File: src/rtl/ula.sv
// ula: registered 32-bit arithmetic/logic unit with unsigned compare flags, overflow and error.
// Optional macro ULA_MOD_EN enables opcode 14 (signed remainder); otherwise opcode 14 flags error.
`default_nettype none

module ula #(
  parameter int WIDTH = 32
) (
  input  logic             clk,
  input  logic             rst_n,
  input  logic [WIDTH-1:0] operand_a,
  input  logic [WIDTH-1:0] operand_b,
  input  logic [31:0]      inst,
  output logic [WIDTH-1:0] result,
  output logic             equal,
  output logic             above,
  output logic             below,
  output logic             overflow,
  output logic             error
);

  localparam logic [4:0] c_op_nop = 5'd0;
  localparam logic [4:0] c_op_add = 5'd3;
  localparam logic [4:0] c_op_sub = 5'd4;
  localparam logic [4:0] c_op_mul = 5'd5;
  localparam logic [4:0] c_op_div = 5'd6;
  localparam logic [4:0] c_op_and = 5'd7;
  localparam logic [4:0] c_op_or  = 5'd8;
  localparam logic [4:0] c_op_xor = 5'd9;
  localparam logic [4:0] c_op_not = 5'd10;
  localparam logic [4:0] c_op_shl = 5'd11;
  localparam logic [4:0] c_op_shr = 5'd12;
  localparam logic [4:0] c_op_sra = 5'd13;
`ifdef ULA_MOD_EN
  localparam logic [4:0] c_op_mod = 5'd14;
`endif

  localparam logic [WIDTH-1:0] c_int_min = {1'b1, {(WIDTH-1){1'b0}}};
  localparam logic [WIDTH-1:0] c_neg_one = {WIDTH{1'b1}};
  localparam logic [WIDTH-1:0] c_one     = {{(WIDTH-1){1'b0}}, 1'b1};

  logic [4:0]         w_op;
  logic               w_unused;
  logic [WIDTH:0]     w_sum;
  logic [WIDTH-1:0]   w_diff;
  logic [2*WIDTH-1:0] w_prod;
  logic               w_div_zero;
  logic               w_div_ovf;
  logic [WIDTH-1:0]   w_div_b;
  logic [WIDTH-1:0]   w_quot;
  logic [WIDTH-1:0]   w_rem;
  logic [4:0]         w_shamt;
  logic [WIDTH-1:0]   w_res;
  logic               w_ovf;
  logic               w_err;

  logic [WIDTH-1:0]   r_result;
  logic               r_equal;
  logic               r_above;
  logic               r_below;
  logic               r_overflow;
  logic               r_error;

  assign w_op     = inst[31:27];
  assign w_unused = ^inst[26:0];
  assign w_shamt  = operand_b[4:0];

  assign w_sum  = {1'b0, operand_a} + {1'b0, operand_b};
  assign w_diff = operand_a - operand_b;
  assign w_prod = {{WIDTH{1'b0}}, operand_a} * {{WIDTH{1'b0}}, operand_b};

  // The divisor is forced to 1 for b==0 and INT_MIN/-1 so the divider never sees an
  // undefined case; INT_MIN/1 and INT_MIN%1 already give the required special results.
  assign w_div_zero = (operand_b == '0);
  assign w_div_ovf  = (operand_a == c_int_min) && (operand_b == c_neg_one);
  assign w_div_b    = (w_div_zero || w_div_ovf) ? c_one : operand_b;
  assign w_quot     = $signed(operand_a) / $signed(w_div_b);
  assign w_rem      = $signed(operand_a) % $signed(w_div_b);

  always_comb begin
    w_res = '0;
    w_ovf = 1'b0;
    w_err = 1'b0;
    case (w_op)
      c_op_nop: ;
      c_op_add: begin
        w_res = w_sum[WIDTH-1:0];
        w_ovf = w_sum[WIDTH];
      end
      c_op_sub: begin
        w_res = w_diff;
        w_ovf = (operand_a < operand_b);
      end
      c_op_mul: begin
        w_res = w_prod[WIDTH-1:0];
        w_ovf = |w_prod[2*WIDTH-1:WIDTH];
      end
      c_op_div: begin
        if (w_div_zero) begin
          w_err = 1'b1;
        end else begin
          w_res = w_quot;
          w_ovf = w_div_ovf;
        end
      end
      c_op_and: w_res = operand_a & operand_b;
      c_op_or:  w_res = operand_a | operand_b;
      c_op_xor: w_res = operand_a ^ operand_b;
      c_op_not: w_res = ~operand_a;
      c_op_shl: w_res = operand_a << w_shamt;
      c_op_shr: w_res = operand_a >> w_shamt;
      c_op_sra: w_res = $signed(operand_a) >>> w_shamt;
`ifdef ULA_MOD_EN
      c_op_mod: begin
        if (w_div_zero) begin
          w_err = 1'b1;
        end else begin
          w_res = w_rem;
        end
      end
`endif
      default:  w_err = 1'b1;
    endcase
  end

  always_ff @(posedge clk) begin
    if (!rst_n) begin
      r_result   <= '0;
      r_equal    <= 1'b0;
      r_above    <= 1'b0;
      r_below    <= 1'b0;
      r_overflow <= 1'b0;
      r_error    <= 1'b0;
    end else begin
      r_result   <= w_res;
      r_equal    <= (operand_a == operand_b);
      r_above    <= (operand_a > operand_b);
      r_below    <= (operand_a < operand_b);
      r_overflow <= w_ovf;
      r_error    <= w_err;
    end
  end

  assign result   = r_result;
  assign equal    = r_equal;
  assign above    = r_above;
  assign below    = r_below;
  assign overflow = r_overflow;
  assign error    = r_error;

endmodule

`default_nettype wire

File: config.mk
export PLATFORM = sky130hd
export DESIGN_NAME = ula
export DESIGN_NICKNAME = d
export VERILOG_FILES = /design/src/rtl/ula.sv
export SDC_FILE = /design/constraint.sdc
export NUM_CORES = 2
export LEC_CHECK = 0
export BUFFER_PORTS_ARGS = -buffer_cell sky130_fd_sc_hd__buf_2
export CAP_MARGIN = 20
export CORE_UTILIZATION = 40
export DETAILED_ROUTE_END_ITERATION = 16
export GPL_TIMING_DRIVEN = 0
export SLEW_MARGIN = 25
export SYNTH_ARGS = -nofsm -noshare
export SYNTH_HDL_FRONTEND = slang
export SYNTH_SLANG_ARGS = --single-unit
File: constraint.sdc
create_clock -name clk -period 113.1 [get_ports clk]
set_clock_uncertainty 0.1 [all_clocks]
set_input_delay 16.965 -clock clk [delete_from_list [all_inputs] [get_ports clk]]
set_output_delay 16.965 -clock clk [all_outputs]
set_load 0.02 [all_outputs]
==> run_results.csv <==
group,metric,value,unit
cells_and_area,final_nets,11790,
placement,dpl.hpwl,325900,um
yosys,synthCells,9677,
grt,grt_max_degree,19,
yosys,seq_area_frac_synth,1.036,%
worst_setup_path,max_stage_delay,0.84,ns
outcome,run_status,"finished clean",
worst_setup_path,cp-start-kind,"input port",
routing,routed_via_density,6.271,
grt,grt_antenna_before_repair,25,
yosys,syn_nets,11570,
floorplanning,io_pins,135,
grt,grt_pass1_wl,545200,um
routing,ant_nets,0,
yosys,synth_edf_count,0,
hold_path,min_path_type,"input port to flip-flop",
grt,first_global_vias,74900,
yosys,synth.avg_cell_area,7.390,um^2
worst_setup_path,arrival,109.72,ns
worst_setup_path,critPathBufInv,57,
flow_run,cap_viol_max_count,0,
clock_network,h-tree-depth,2,
worst_setup_path,path_class,"input port to flip-flop",
yosys,synth.area.top_cells,"fa_1, ha_1, nor2_1, inv_1, nand2_1",
worst_setup_path,slowest_stage,"clkbuf_1",
worst_setup_path,cp-end-kind,"flip-flop",
yosys,syn_area,71510,um^2
worst_setup_path,path_max_fanout,11,
cells_and_area,area_growth,8.633,%
cells_and_area,instances_no_fill,12260,
placement,placedCellCount,12210,
clock_network,clk_pin_slew,0.09,ns
timing,min_period,109.63,ns
yosys,ys_ff_latch,37,
yosys,synth.top_cell.area_share,25.14,%
floorplanning,chipHeight,424.8,um
worst_setup_path,critPathRequiredTime,113.19,ns
floorplanning,rows,154,
clock_network,cts_tree,"yes",
clock_network,cts.sinks,37,
worst_setup_path,critical-path-top-delay-family,"compound AO/OA/AOI/OAI gates",
cells_and_area,layout_commonest_cell,"nor2_1",
routing,avgRoutedWirePerCell,31.60,um
clock_network,cts_buffer_depth,2,
routing,totalWireLength,387300,um
floorplanning,start_util,40.43,%
worst_setup_path,crit_top_cell,"ha_1",
timing,timing.fmax,9.122,MHz
yosys,async_flop_share,0,%
yosys,yosys_warnings,0,
placement,port_buffers,107,
routing,dr.pass1.iters,9,
routing,drc_errors,0,
grt,grt-ovfl-total,0,
timing,setup_viol,0,
timing,period_share,96.93,%
cells_and_area,drive_gt1_share,7.867,%
timing,drv_slew,0,
routing,drt_iter0_drc,9282,
timing,worstMarginPinSlew,1.283,ns
placement,gp_congestion,1.094,
routing,vias,76850,
clock_network,hold_buffers,0,
floorplanning,die_w,424.8,um
grt,grt_usage,42.00,%
timing,hold_violations,0,
yosys,synth_largest_area_cell,"fa_1",
clock_network,numCtsBuffers,5,
timing,slew_headroom,14.45,%
cells_and_area,final_cell_mix,"nor2_1, inv_1, nand2_1",
clock_network,clk_root_buffer_cell,"clkbuf_16",
yosys,synth_cell_types,121,
floorplanning,core-area,176900,um^2
yosys,synth_ff_type,"dfxtp_1",
floorplanning,dieArea,180500,um^2
worst paths after layout:
kind | from | endpoint | cells past startpoint
max | operand_a[27] | result[22]$_SDFF_PN0_ | 371
min | rst_n | below$_SDFF_PN0_ | 2
sequential cells by signal, summed over array words and instances, names as in the netlist:
| register | cells |
|---|---|
| overflow | 1 |
| equal | 1 |
| below | 1 |
| result | 32 |
| error | 1 |
| above | 1 |
final cells by class:
type / count / area, um^2
Inverter: 1211 / 4557
Fill cell: 18580 / 99200
Sequential cell: 37 / 740.7
Tap cell: 2340 / 2928
Multi-Input combinational cell: 7965 / 65530
Buffer: 455 / 1996
Clock inverter: 3 / 21.27
Timing Repair Buffer: 226 / 1760
Clock buffer: 5 / 125.1
Antenna cell: 13 / 32.53
metal layers:
layer,wire [um],vias up,track usage (%)
met2,158300,4425,61.55
li1,-,33290,-
met5,156,-,0
met3,38750,1013,8.582
met4,28370,24,24.61
met1,161700,38100,56.88
per-stage QoR:
| step | util (%) | cell area (um^2) | setup slack, ns | hold slack, ns | TNS (ns) |
|---|---|---|---|---|---|
| 6_report | 43.92 | 77690 | 3.470 | 16.92 | 0 |
| 2_1_floorplan | - | 71510 | 15.05 | 16.99 | 0 |
| 4_1_cts | 43.48 | 76910 | 0.001798 | 16.91 | 0 |
| 3_5_place_dp | 43.08 | 76200 | -19.07 | 17.27 | -579.88 |
| 5_1_grt | 43.91 | 77660 | -0.1627 | 16.92 | -0.8947 |
| 3_3_place_gp | 42.39 | 74980 | -27.03 | 17.27 | -824.99 |
cell usage after synthesis (88+ instances only):
library cell / count
o21ai_0: 442
buf_1: 128
a31oi_1: 128
ha_1: 892
nor2b_1: 92
nand2_1: 1011
nor2_1: 1375
a21o_1: 198
inv_1: 1174
nand3_1: 147
nand2b_1: 88
a21oi_1: 540
xnor2_1: 296
fa_1: 898
clkbuf_1: 302
xor2_1: 145
o21a_1: 134
nor3_1: 199
mux2i_1: 93
kinds of logic after synthesis:
kind of cell	Yosys count	synth area share, %
xor gates and xnor gates	441	5.401
adders and majority gates	1790	40.75
buffers and inverters	1676	8.907
DFF	37	1.036
muxes	167	2.582
AOI/OAI and AO/OA	2203	20.37
and+or+nand+nor	3363	20.96
repair_timing:
action                     4_1_cts  5_1_grt
pin swaps                        8       16
setup buffers                   11       24
cloned                           1        0
setup endpoints to repair       32       32
resized for setup              144      128
Power is not shown: default switching activity piles up to over one toggle a cycle in this logic, so the estimate is an artifact.
